==> src/rtl/mux_nto1_stream_if.sv <==
// Stream bundle for the N:1 multiplexer: N producer channels in, one consumer out.
// slave is the mux side; master is the producer/consumer side.
interface mux_nto1_stream_if #(
  parameter int WIDTH = 8,
  parameter int N     = 4,
  parameter int SELW  = (N > 1) ? $clog2(N) : 1
);
  logic [N*WIDTH-1:0] in_data;
  logic [N-1:0]       in_valid;
  logic [N-1:0]       in_ready;
  logic [WIDTH-1:0]   y;
  logic               y_valid;
  logic               y_ready;
  logic [SELW-1:0]    y_ch;

  modport slave (
    input  in_data, in_valid, y_ready,
    output in_ready, y, y_valid, y_ch
  );

  modport master (
    output in_data, in_valid, y_ready,
    input  in_ready, y, y_valid, y_ch
  );
endinterface

==> src/rtl/mux_nto1_stream.sv <==
// N:1 valid/ready stream mux with a one-entry output register.
// Fixed-priority, round-robin and forced-select arbitration.
module mux_nto1_stream #(
  parameter int WIDTH = 8,
  parameter int N     = 4
) (
  input  logic clk,
  input  logic rst,
  input  logic en,
  input  logic [1:0] mode,
  input  logic [((N > 1) ? $clog2(N) : 1)-1:0] se,
  mux_nto1_stream_if.slave bus
);

  localparam int SELW = (N > 1) ? $clog2(N) : 1;

  logic [WIDTH-1:0] y_q, y_d;
  logic             vld_q, vld_d;
  logic [SELW-1:0]  ch_q, ch_d;
  logic [SELW-1:0]  ptr_q, ptr_d;

  logic             gnt_vld;
  logic [SELW-1:0]  gnt_idx;
  logic [WIDTH-1:0] gnt_data;
  logic             space;
  logic             load;

  assign space = !vld_q || bus.y_ready;
  assign load  = !rst && en && space && gnt_vld;

  always_comb begin
    gnt_vld = 1'b0;
    gnt_idx = '0;
    unique case (1'b1)
      (mode == 2'b01): begin
        // Scan from ptr downwards so the final hit is the nearest one.
        for (int k = N - 1; k >= 0; k--) begin
          int j;
          logic [SELW-1:0] jj;
          j = int'(ptr_q) + k;
          if (j >= N) j = j - N;
          jj = SELW'(j);
          if (bus.in_valid[jj]) begin
            gnt_vld = 1'b1;
            gnt_idx = jj;
          end
        end
      end
      (mode == 2'b10): begin
        if (int'(se) < N) begin
          if (bus.in_valid[se]) begin
            gnt_vld = 1'b1;
            gnt_idx = se;
          end
        end
      end
      default: begin
        for (int k = N - 1; k >= 0; k--) begin
          if (bus.in_valid[k]) begin
            gnt_vld = 1'b1;
            gnt_idx = SELW'(k);
          end
        end
      end
    endcase
  end

  always_comb begin
    gnt_data     = '0;
    bus.in_ready = '0;
    for (int i = 0; i < N; i++) begin
      if (gnt_idx == SELW'(i)) begin
        gnt_data        = bus.in_data[i*WIDTH +: WIDTH];
        bus.in_ready[i] = load;
      end
    end
  end

  always_comb begin
    y_d   = y_q;
    ch_d  = ch_q;
    vld_d = vld_q;
    ptr_d = ptr_q;
    if (load) begin
      y_d   = gnt_data;
      ch_d  = gnt_idx;
      vld_d = 1'b1;
      if (mode == 2'b01)
        ptr_d = (gnt_idx == SELW'(N - 1)) ? '0 : gnt_idx + 1'b1;
    end else if (bus.y_ready) begin
      vld_d = 1'b0;
    end
  end

  always_ff @(posedge clk or posedge rst) begin
    if (rst) begin
      y_q   <= '0;
      vld_q <= 1'b0;
      ch_q  <= '0;
      ptr_q <= '0;
    end else begin
      y_q   <= y_d;
      vld_q <= vld_d;
      ch_q  <= ch_d;
      ptr_q <= ptr_d;
    end
  end

  assign bus.y       = y_q;
  assign bus.y_valid = vld_q;
  assign bus.y_ch    = ch_q;

endmodule

==> src/flat_wrapper.sv <==
// flat-port wrapper written by rule: the top's interface ports become plain ports
module mux_nto1_stream_flat 
#(
  parameter int WIDTH = 8,
  parameter int N     = 4
)
  (clk, rst, en, mode, se, bus_in_data, bus_in_valid, bus_y_ready, bus_in_ready, bus_y, bus_y_valid, bus_y_ch);
  mux_nto1_stream_if #(.WIDTH(WIDTH), .N(N), .SELW((2))) bus_i ();
  input  logic clk;
  input  logic rst;
  input  logic en;
  input  logic [1:0] mode;
  input  logic [((N > 1) ? $clog2(N) : 1)-1:0] se;
  input wire logic [$bits(bus_i.in_data)-1:0] bus_in_data;
  input wire logic [$bits(bus_i.in_valid)-1:0] bus_in_valid;
  input wire logic [$bits(bus_i.y_ready)-1:0] bus_y_ready;
  output wire logic [$bits(bus_i.in_ready)-1:0] bus_in_ready;
  output wire logic [$bits(bus_i.y)-1:0] bus_y;
  output wire logic [$bits(bus_i.y_valid)-1:0] bus_y_valid;
  output wire logic [$bits(bus_i.y_ch)-1:0] bus_y_ch;
  assign bus_i.in_data = bus_in_data;
  assign bus_i.in_valid = bus_in_valid;
  assign bus_i.y_ready = bus_y_ready;
  assign bus_in_ready = bus_i.in_ready;
  assign bus_y = bus_i.y;
  assign bus_y_valid = bus_i.y_valid;
  assign bus_y_ch = bus_i.y_ch;
  mux_nto1_stream #(.WIDTH(WIDTH), .N(N)) u_core (.clk(clk), .rst(rst), .en(en), .mode(mode), .se(se), .bus(bus_i));
endmodule
==> config.mk <==
export PLATFORM = sky130hd
export DESIGN_NAME = mux_nto1_stream_flat
export DESIGN_NICKNAME = d
export VERILOG_FILES = /design/src/rtl/mux_nto1_stream_if.sv /design/src/rtl/mux_nto1_stream.sv /design/src/flat_wrapper.sv
export SDC_FILE = /design/constraint.sdc
export NUM_CORES = 1
export LEC_CHECK = 0
export CORE_MARGIN = 10
export CORE_UTILIZATION = 41
export DETAILED_ROUTE_END_ITERATION = 8
export PLACE_DENSITY = 0.85
export SETUP_SLACK_MARGIN = 0.02
export SLEW_MARGIN = 20
export SYNTH_ARGS = -nofsm -noshare
export SYNTH_HDL_FRONTEND = slang
export SYNTH_SLANG_ARGS = --single-unit
==> constraint.sdc <==
create_clock -name clk -period 6.23 [get_ports clk]
set_input_delay 1.246 -clock clk [delete_from_list [all_inputs] [get_ports clk]]
set_output_delay 1.246 -clock clk [all_outputs]
set_load 0.02 [all_outputs]
Word level (Yosys, flattened, before mapping)
Index checks and enable logic that the tools add are counted.

storage, ports and cells
  flip-flop bits (word level) = 13
  input bits = 44
  output and inout port bits = 15
  word-level logic and storage cells = 84

cells by class
  $add $sub $neg = 8
  magnitude comparators = 9
  equality and inequality tests = 5
  multiplexer cells = 49
  reduce and logical (&&, ||, !) cells = 9

operator list
  cell                                                                   count
  2-bit 2-to-1 mux                                                       18
  8-bit 2-to-1 mux                                                       4
  1-bit 2-to-1 mux                                                       20
  2-bit by 3-bit < comparator with 1-bit output, second input constant   5
  1-bit binary-select mux with 2-bit select                              5
  3-bit >= comparator, second input constant                             3
  2-bit by 1-bit subtractor with 2-bit output, second input constant     4
  2-bit by 2-bit adder with 3-bit output, second input constant          2
  2-bit == test, second input constant                                   3
  2-bit by 1-bit == test with 1-bit output, second input constant        2
  2-bit case mux with 2 select lines                                     1
  2-bit by 1-bit adder with 3-bit output, second input constant          1
  2-bit by 3-bit >= comparator with 1-bit output, second input constant  1
  1-bit logical AND                                                      3
  2-bit by 1-bit adder with 2-bit output, second input constant          1
  1-bit logical NOT                                                      2
  2-bit logical NOT                                                      1
  1-bit case mux with 2 select lines                                     1
  2-bit AND reduction                                                    1
  2-bit nonzero test                                                     1
  1-bit logical OR                                                       1

Logic depth before layout (Yosys ltp)
  depth after elaboration = 16
  depth in mapped cells = 14

Least setup slack after synthesis
Ideal clock, no wire load.

  path kind = input -> output
  start = in mode[0]
  end = out bus_in_ready[2]
  data arrival time = 3.547 ns
  required time = 4.984 ns
  setup slack = 1.437 ns
  stages = 11
  path buffers = 1
  cell sequence = inv_1 ha_1 or3b_2 a211oi_1 o22a_1 nor2_1 inv_1 ha_1 clkbuf_1 clkinv_1 nor2_1

on the way
  word-level cells in the longest chain between the ends = 4
  elaborated cells between the ends (all ways) = 7
  those cells by class = eq/ne (3); mux (3); reduce/logical (1)

RTL lines
  what                                                                              line                                          source
  start, declared                                                                   flat_wrapper.sv:12                            input logic [1:0] mode;
  2-bit == test / 2-bit by 1-bit == test with 1-bit output (equally long branches)  mux_nto1_stream.sv:49, mux_nto1_stream.sv:35
  2-bit case mux with 2 select lines (*)                                            mux_nto1_stream.sv:34                         unique case (1'b1)
  net u_core.gnt_idx[1]                                                             mux_nto1_stream.sv:23                         logic [SELW-1:0] gnt_idx;
  2-bit == test (*)                                                                 mux_nto1_stream.sv:72                         if (gnt_idx == SELW'(i)) begin
  1-bit 2-to-1 mux (*)                                                              mux_nto1_stream.sv:72
  end, declared                                                                     flat_wrapper.sv:17                            output wire logic [$bits(bus_i.in_ready)-1:0] bus_in_ready;

Mark *: on every way through the listed nets, which the timed path passes. The rest lies on a longest branch.

Worst setup path after layout
Ends and elaborated chain as after synthesis.

==> impl_table.tex <==
\begin{tabular}{lr}
\hline
Metric & Value \\
\hline
\multicolumn{2}{l}{\textbf{Outcome}} \\
\quad Run status & finished, final reports clean \\
\multicolumn{2}{l}{\textbf{Critical path}} \\
\quad Critical path endpoint category & output pin \\
\quad Slowest stage cell on the critical path & sky130\_fd\_sc\_hd\_\_clkdlybuf4s50\_1 \\
\quad Type of the setup path with the least slack & in -> out \\
\quad CP Depth & 12 \\
\quad Worst path bufs/invs & 5 \\
\quad Cell class contributing the biggest share of worst-path delay & buffers and inverters \\
\quad Path depth of the worst reg2reg path & 10 \\
\quad Worst EP required & 4.98 ns \\
\quad CP Data Arrival Time & 4.41 ns \\
\quad Critical path's largest stage delay & 0.64 ns \\
\quad Cell-by-cell trace of the critical path & clkdlybuf4s50\_1 > inv\_1 > ha\_1 > or3b\_2 > a211oi\_1 > o22a\_1 > nor2\_1 > inv\_1 > ha\_1 > clkinv\_1 > nor2\_1 > clkdlybuf4s50\_1 \\
\quad Crit-path max FO & 9 \\
\quad Launching element type of the critical path & primary input \\
\multicolumn{2}{l}{\textbf{STA}} \\
\quad Final Max Tran Viols & 0 \\
\quad Post-route fraction of the period consumed by the critical path & between 90\% and 100\% \\
\quad Number of hold-slack violations in the final timing report & 0 \\
\quad TNS Setup & 0 ns \\
\quad Max Fclk & 177 MHz \\
\quad Final setup violation count & 0 \\
\quad RSZ-0062 raised after global routing & false \\
\quad Skew final & 0.000931 ns \\
\quad Post-layout min period & 5.65 ns \\
\quad Transition time of the tightest slew-check pin & 0.939 ns \\
\quad Final Hold Slack & 0.482 ns \\
\quad Remaining max-slew budget at the tightest pin & 37.4\% \\
\multicolumn{2}{l}{\textbf{Route}} \\
\quad DRT Wirelength & approximately 3500 µm \\
\quad Number of iterations in the first detailed-routing pass & 4 \\
\quad Number of DRC violations after detailed-routing iteration 0 & 121 \\
\quad Ratio of routed vias to standard cells & around 5.3 \\
\quad Antenna Nets Post-Route & 0 \\
\quad Via Count & 1168 \\
\quad Mean routed wirelength per cell & 15.8 µm \\
\quad \# DRC & 0 \\
\multicolumn{2}{l}{\textbf{Final layout}} \\
\quad Growth of design area from synthesis to finish & 60.6\% \\
\quad Post-layout util & 68.2\% \\
\quad Final-layout fill cell count & around 190 \\
\quad ANT cells & 0 \\
\quad Final std cells w/o fill & 220 \\
\quad NumNets Final & 241 \\
\quad Share of cells above drive strength 1 & 6.32\% \\
\multicolumn{2}{l}{\textbf{CTS}} \\
\quad Worst-skew pair later-pin latency & 0.27 ns \\
\quad Count of hold buffers inserted by post-cts repair & 0 \\
\quad CTS sink cnt & 13 \\
\quad Buffer depth of the longest clock path & 2 \\
\quad CTS Buf Count & 3 \\
\quad H-tree level count & 1 \\
\quad Clock root buffer master & sky130\_fd\_sc\_hd\_\_clkbuf\_4 \\
\quad TritonCTS clock tree & yes \\
\quad Total of cells resized after clock tree synthesis & 0 \\
\quad Clock-pin transition on the worst setup and hold timing paths & $\sim$0.07 ns \\
\quad Number of buffers inserted to repair setup after CTS & 0 \\
\multicolumn{2}{l}{\textbf{Synth}} \\
\quad Dominant cells by area after synthesis & sky130\_fd\_sc\_hd\_\_dfrtp\_1 (31\%), sky130\_fd\_sc\_hd\_\_ha\_1 (7.2\%), sky130\_fd\_sc\_hd\_\_o21ai\_0 (6.2\%), sky130\_fd\_sc\_hd\_\_a221oi\_1 (5.9\%), sky130\_fd\_sc\_hd\_\_a21oi\_1 (5.3\%) \\
\quad Synthesized-area fraction occupied by xor and xnor cells & 0\% \\
\quad Post-synthesis instance total & 133 \\
\quad Count of yosys warnings during synthesis & 0 \\
\quad Cell variety after synth & 36 \\
\quad FF+latch count, synth & 13 \\
\quad Net count after synthesis & 183 \\
\quad Average footprint of a synthesized cell & about 8 µm² \\
\quad Post-synth design cell area & 0.00104 mm² \\
\quad Synth Area in Adders & 7.19\% \\
\quad Fraction of post-synthesis cell area in the top cell type by area & between 30\% and 40\% \\
\quad Share of cell area taken by muxes after synthesis & 5.88\% \\
\quad Combinational family with the most area after synthesis & compound AO/OA/AOI/OAI gates \\
\quad Sequential element share of the synthesized area & 31.2\% \\
\quad Synthesized-area fraction occupied by ao, oa, aoi and oai cells & 25.1\% \\
\quad Area fraction in and, or, nand and nor cells after synthesis & approximately a quarter \\
\quad Library cell with the largest summed area after synthesis & sky130\_fd\_sc\_hd\_\_dfrtp\_1 \\
\multicolumn{2}{l}{\textbf{Power}} \\
\quad Pwr per Cell Area & 227 mW/mm² \\
\quad Power dissipated by switching net loads & roughly 0.00014 W \\
\quad Maximum resistive drop on vdd & 0.239 mV \\
\quad Net switching fraction of the power & 37.2\% \\
\quad Portion of total power attributed to combinational logic & between 50\% and 60\% \\
\quad Cell internal pwr & around 0.00024 W \\
\quad Sequential group share of total power & 33.8\% \\
\quad Post-layout power & 0.000380 W \\
\quad Power share of the clock group & 13.3\% \\
\quad Leakage power summed over all cells & 0.706 nW \\
\multicolumn{2}{l}{\textbf{Hold path}} \\
\quad Worst hold path class & reg -> reg \\
\quad Cell depth of the worst hold path & 2 \\
\multicolumn{2}{l}{\textbf{Floorplan}} \\
\quad Num ports & 59 \\
\quad Site row count & 18 \\
\quad Placeable Area & between 0.002 and 0.0025 mm² \\
\quad Die footprint & between 0.004 and 0.005 mm² \\
\quad Die span in y & 70.5 µm \\
\quad Floorplan die width & $\sim$70 µm \\
\quad Starting Density & 42.5\% \\
\multicolumn{2}{l}{\textbf{Global route}} \\
\quad Wire length of the first global-routing pass & between 5000 and 6000 µm \\
\quad Number of antenna violations at the first check in global routing & 0 \\
\quad Vias in the first global route & 1307 \\
\quad GR Util All Layers & between 10\% and 20\% \\
\quad Aggregate global routing overflow & 0 \\
\quad Largest net degree at the start of global routing & 27 \\
\multicolumn{2}{l}{\textbf{Run}} \\
\quad Reported max-cap violation count & 0 \\
\multicolumn{2}{l}{\textbf{Placement}} \\
\quad Routability Congestion & 0.860 \\
\quad Port-buffer cells & between 50 and 60 \\
\quad Sum of net half-perimeters after detailed placement & 2910 µm \\
\quad Dpl cells & 216 \\
\hline
\end{tabular}
## metal layers
metal | wire (µm) | up-vias | global-route usage (%) | part of all wire, %
met5 | 0 | - | 0 | 0
met4 | 54 | 0 | 4.82 | 1.6
met3 | 444 | 8 | 8.19 | 13
met2 | 1640 | 58 | 23.1 | 47
met1 | 1340 | 516 | 13.6 | 39
li1 | - | 586 | - | -
## sequential cells by signal, summed over array words and instances (netlist names)
| name | cells |
|---|---|
| u_core.bus.y | 8 |
| u_core.bus.y_ch | 2 |
| u_core.ptr_q | 2 |
| u_core.bus.y_valid | 1 |
## power by group through the flow
stage | Sequential, W | Combinational, W | Clock [W]
5_1_grt | 0.000133 | 0.000221 | 0.0000569
6_report | 0.000129 | 0.000201 | 0.0000505
3_5_place_dp | 0.000130 | 0.000201 | 0
2_1_floorplan | 0.000153 | 0.0000810 | 0
3_3_place_gp | 0.000129 | 0.000197 | 0
4_1_cts | 0.000129 | 0.000202 | 0.0000539
## per-stage QoR
stage | setup slack [ns] | instance area (µm²)
final | 0.577 | 1680
after global routing | 0.348 | 1680
after CTS | 0.576 | 1680
after detailed placement | 0.585 | 1650
after global placement | 0.689 | 1650
after floorplan | 1.44 | 1040
## worst paths after layout
check	from	slack [ns]	endpoint
worst max-delay path	mode[0]	0.58	bus_in_ready[2]
worst min-delay path	u_core.bus.y[4]	0.48	u_core.bus.y[4]
worst max register to register	u_core.ptr_q[1]	3.23	u_core.bus.y[4]
worst min register to register	u_core.bus.y[4]	0.48	u_core.bus.y[4]
max in group asynchronous	rst	4.58	u_core.bus.y[3]
min in group asynchronous	rst	1.30	u_core.bus.y_valid
## synth_stat cells (all sizes together)
cell type   n
inv        11
a2111oi     1
o22ai       1
a21oi      11
nand2      12
nor2b       2
o22a        1
nor2       14
mux2i       2
or3b        2
nand2b      3
clkinv      1
a221oi      7
nand3       1
nor4        1
a22oi       1
a211oi      1
dfrtp      13
or2         1
ha          6
o21ai      14
a21o        1
buf         1
clkbuf      6
and4bb      1
and3b       1
nor3        9
a31oi       1
mux2        3
o21a        1
o2111ai     1
nor3b       1
nand3b      1
## placed cells by master, fill, tap and decap left out, types with 6 or more instances in the layout
cell type,n
sky130_fd_sc_hd__a21oi_1,11
sky130_fd_sc_hd__a221oi_1,7
sky130_fd_sc_hd__clkdlybuf4s50_1,58
sky130_fd_sc_hd__dfrtp_1,13
sky130_fd_sc_hd__ha_1,6
sky130_fd_sc_hd__inv_1,11
sky130_fd_sc_hd__nand2_1,12
sky130_fd_sc_hd__nor2_1,14
sky130_fd_sc_hd__nor3_1,9
sky130_fd_sc_hd__o21ai_0,13
## worst register-to-register path: stages (launching register included)
cell and delay [ns]:
sky130_fd_sc_hd__dfrtp_1 0.44, sky130_fd_sc_hd__or3b_2 0.49, sky130_fd_sc_hd__a211oi_1 0.25, sky130_fd_sc_hd__o22a_1 0.20
sky130_fd_sc_hd__nor2_1 0.08, sky130_fd_sc_hd__ha_1 0.34, sky130_fd_sc_hd__nor2b_1 0.47, sky130_fd_sc_hd__a221oi_1 0.18
sky130_fd_sc_hd__nor3_1 0.25, sky130_fd_sc_hd__a21oi_1 0.09, sky130_fd_sc_hd__o21ai_0 0.14
## kinds of logic (layout without fill, tap and decap cells)
family / count (synthesis) / in the layout
and+or+nand+nor: 49 / 49
AOI/OAI and AO/OA: 41 / 41
buffers and inverters: 19 / 76
DFF: 13 / 13
adders and majority gates: 6 / 6
muxes: 5 / 5
## area by class of cell
type                    count  area [µm²]  share of cell area (%)
multi-input cells         101         646                    38.5
repair buffers             60         596                    35.5
flip-flops and latches     13         325                    19.4
inverters                  12        45.0                    2.69
well taps                  30        37.5                    2.24
clock buffers               4        26.3                    1.57
Power figures use the tool's default switching activity.
==> RTL change: new RTL, same flow settings <==
Register the input `mode` before use. The logic sees it one clock later. The other inputs are not delayed to match.
--- a/src/rtl/mux_nto1_stream.sv
+++ b/src/rtl/mux_nto1_stream.sv
@@ -13,6 +13,12 @@
 );
 
   localparam int SELW = (N > 1) ? $clog2(N) : 1;
+
+  logic [1:0] mode_q;
+
+  always_ff @(posedge clk) begin
+    mode_q <= mode;
+  end
 
   logic [WIDTH-1:0] y_q, y_d;
   logic             vld_q, vld_d;
@@ -32,7 +38,7 @@
     gnt_vld = 1'b0;
     gnt_idx = '0;
     unique case (1'b1)
-      (mode == 2'b01): begin
+      (mode_q == 2'b01): begin
         // Scan from ptr downwards so the final hit is the nearest one.
         for (int k = N - 1; k >= 0; k--) begin
           int j;
@@ -46,7 +52,7 @@
           end
         end
       end
-      (mode == 2'b10): begin
+      (mode_q == 2'b10): begin
         if (int'(se) < N) begin
           if (bus.in_valid[se]) begin
             gnt_vld = 1'b1;
@@ -85,7 +91,7 @@
       y_d   = gnt_data;
       ch_d  = gnt_idx;
       vld_d = 1'b1;
-      if (mode == 2'b01)
+      if (mode_q == 2'b01)
         ptr_d = (gnt_idx == SELW'(N - 1)) ? '0 : gnt_idx + 1'b1;
     end else if (bus.y_ready) begin
       vld_d = 1'b0;
Function: changed (Yosys sat finds a counterexample within 4 cycles, from zero or initial values and one cycle with rst high).
==> RTL change against the original RTL <==
First-iteration DRC count down 50%. Hold slack improved by 0.031 ns. Sequential share of layout area grew 0.95 points. Non-clock buffer count is 2 lower. Routed wire length up 9.2%. Combinational power rose by 12%. Total power increased by 13%. Setup slack got worse by 0.018 ns. Count of clock-buffer cells in the layout decreased by 1. Sequential cell count grew 2. Area after synthesis grew 14%. Synthesized cell count is 4.5% lower. Design area grew 7.1%. Largest cell class unchanged. Largest power group unchanged.
==> RTL change: results (changes against the original RTL) <==
stage,metric,value,unit,change
outcome,outcome,"finished, final reports clean",,
yosys,synthArstFlopShare,86.7,%,-13 points
yosys,yosysSeqAreaShare,30.6,%,-0.57 points
min_path,min_to,u_core.bus.y[7],,
cells_and_area,design.final.nets,234,,-2.9%
power,static-leakage-power,0.740,nW,+4.7%
detailed_routing,dr.first_iter.drc_count,60,,-50%
placement,gp_congestion,0.896,,+4.2%
placement,postPlaceCellArea,0.00177,mm²,+7.1%
detailed_routing,routed-wl-met3,448,µm,+0.90%
critical_path,worst-r2r-setup-slack,2.78,ns,-0.45 ns
timing,whs,0.514,ns,+0.0313 ns
detailed_routing,avgRoutedWirePerCell,17.7,µm,+12%
yosys,mean_syn_cell_area,9.40,µm²,+20%
cells_and_area,layout-drive-gt1-share,12.0,%,+5.7 points
critical_path,regToRegStartpoint,u_core.mode_q[0],,
placement,place_ws,0.566,ns,-0.0184 ns
critical_path,timing.rr.end,u_core.bus.y[1],,
detailed_routing,post_drt_via_cell_ratio,5.66,,+6.6%
power,internal_power,0.275,mW,+15%
timing,max-slew-margin-rel,37.2,%,-0.18 points
yosys,yosys-top-cells-area,"sky130_fd_sc_hd__dfrtp_1, sky130_fd_sc_hd__mux2_2, sky130_fd_sc_hd__ha_1",,
detailed_routing,routed-wl-met2,1.69,mm,+3.3%
yosys,mappedNetlistNets,177,,-3.3%
critical_path,data_arrival_critical_path,4.42,ns,about the same
yosys,synth_top_cells_by_count,"sky130_fd_sc_hd__dfrtp_1, sky130_fd_sc_hd__nor2_1, sky130_fd_sc_hd__inv_1, sky130_fd_sc_hd__nand2_1, sky130_fd_sc_hd__mux2_2",,
clock_tree,cts.reportedPaths.clkPinSlew,0.10,ns,+0.03 ns
global_route,grt_pass1_vias,1258,,-3.7%
yosys,number_of_distinct_library_cells_after_synthesis,41,,+14%
RTL change: cell types whose count changed in the layout (fill, tap and decap cells not counted), sizes merged, moves of 7 or more:
cell | before | now
a21oi | 11 | 4
mux2 | 3 | 12
nor3 | 9 | 0
o21ai | 14 | 3
o31ai | 0 | 7
RTL change: cells by family (layout without fill, tap and decap cells):
group           count (synthesis)  in the layout  synth area share (%)
compound gates                 32             32                  22.1
fa+ha+maj                       6              6                  6.29
buf+inv                        17             73                  7.34
flops                          15             15                  30.6
mux                            13             13                  13.4
simple gates                   44             44                  20.2
RTL change: worst max-delay path: stages:
cell,delay [ns]
sky130_fd_sc_hd__clkdlybuf4s50_1,0.55
sky130_fd_sc_hd__o211ai_1,0.22
sky130_fd_sc_hd__a21oi_1,0.09
sky130_fd_sc_hd__o311ai_0,0.78
sky130_fd_sc_hd__ha_1,0.46
sky130_fd_sc_hd__clkinv_1,0.29
sky130_fd_sc_hd__nor2_1,0.16
sky130_fd_sc_hd__clkdlybuf4s50_1,0.62
RTL change: power by group through the flow:
stage	sequential (mW)	clock, mW	combinational, mW
after CTS	0.147	0.0583	0.227
final	0.147	0.0570	0.225
after global routing	0.151	0.0633	0.241
after global placement	0.147	0	0.221
after floorplan	0.179	0	0.0893
after detailed placement	0.149	0	0.226
RTL change: final cells by class:
| type | instances | area share [%] |
|---|---|---|
| clock buffer | 3 | 1.26 |
| clock inverter | 1 | 0.279 |
| inverter | 11 | 2.30 |
| multi-input combinational | 95 | 41.3 |
| sequential | 15 | 20.4 |
| tap | 31 | 2.16 |
| timing repair buffer | 58 | 32.4 |
RTL change: layer usage:
layer,vias to the layer above,track usage [%]
met5,-,0
met4,0,4.76
met3,7,4.79
met2,62,23.4
met1,561,15.7
li1,581,-
RTL change: worst max path at each step:
stage | from | end | slack (ns)
floorplan | bus_in_valid[1] | bus_in_ready[2] | 1.75
global placement | bus_in_valid[1] | bus_in_ready[2] | 0.81
detailed placement | bus_in_valid[1] | bus_in_ready[2] | 0.57
CTS | bus_in_valid[1] | bus_in_ready[2] | 0.58
global route | bus_in_valid[1] | bus_in_ready[2] | 0.19
finish | bus_in_valid[1] | bus_in_ready[2] | 0.56
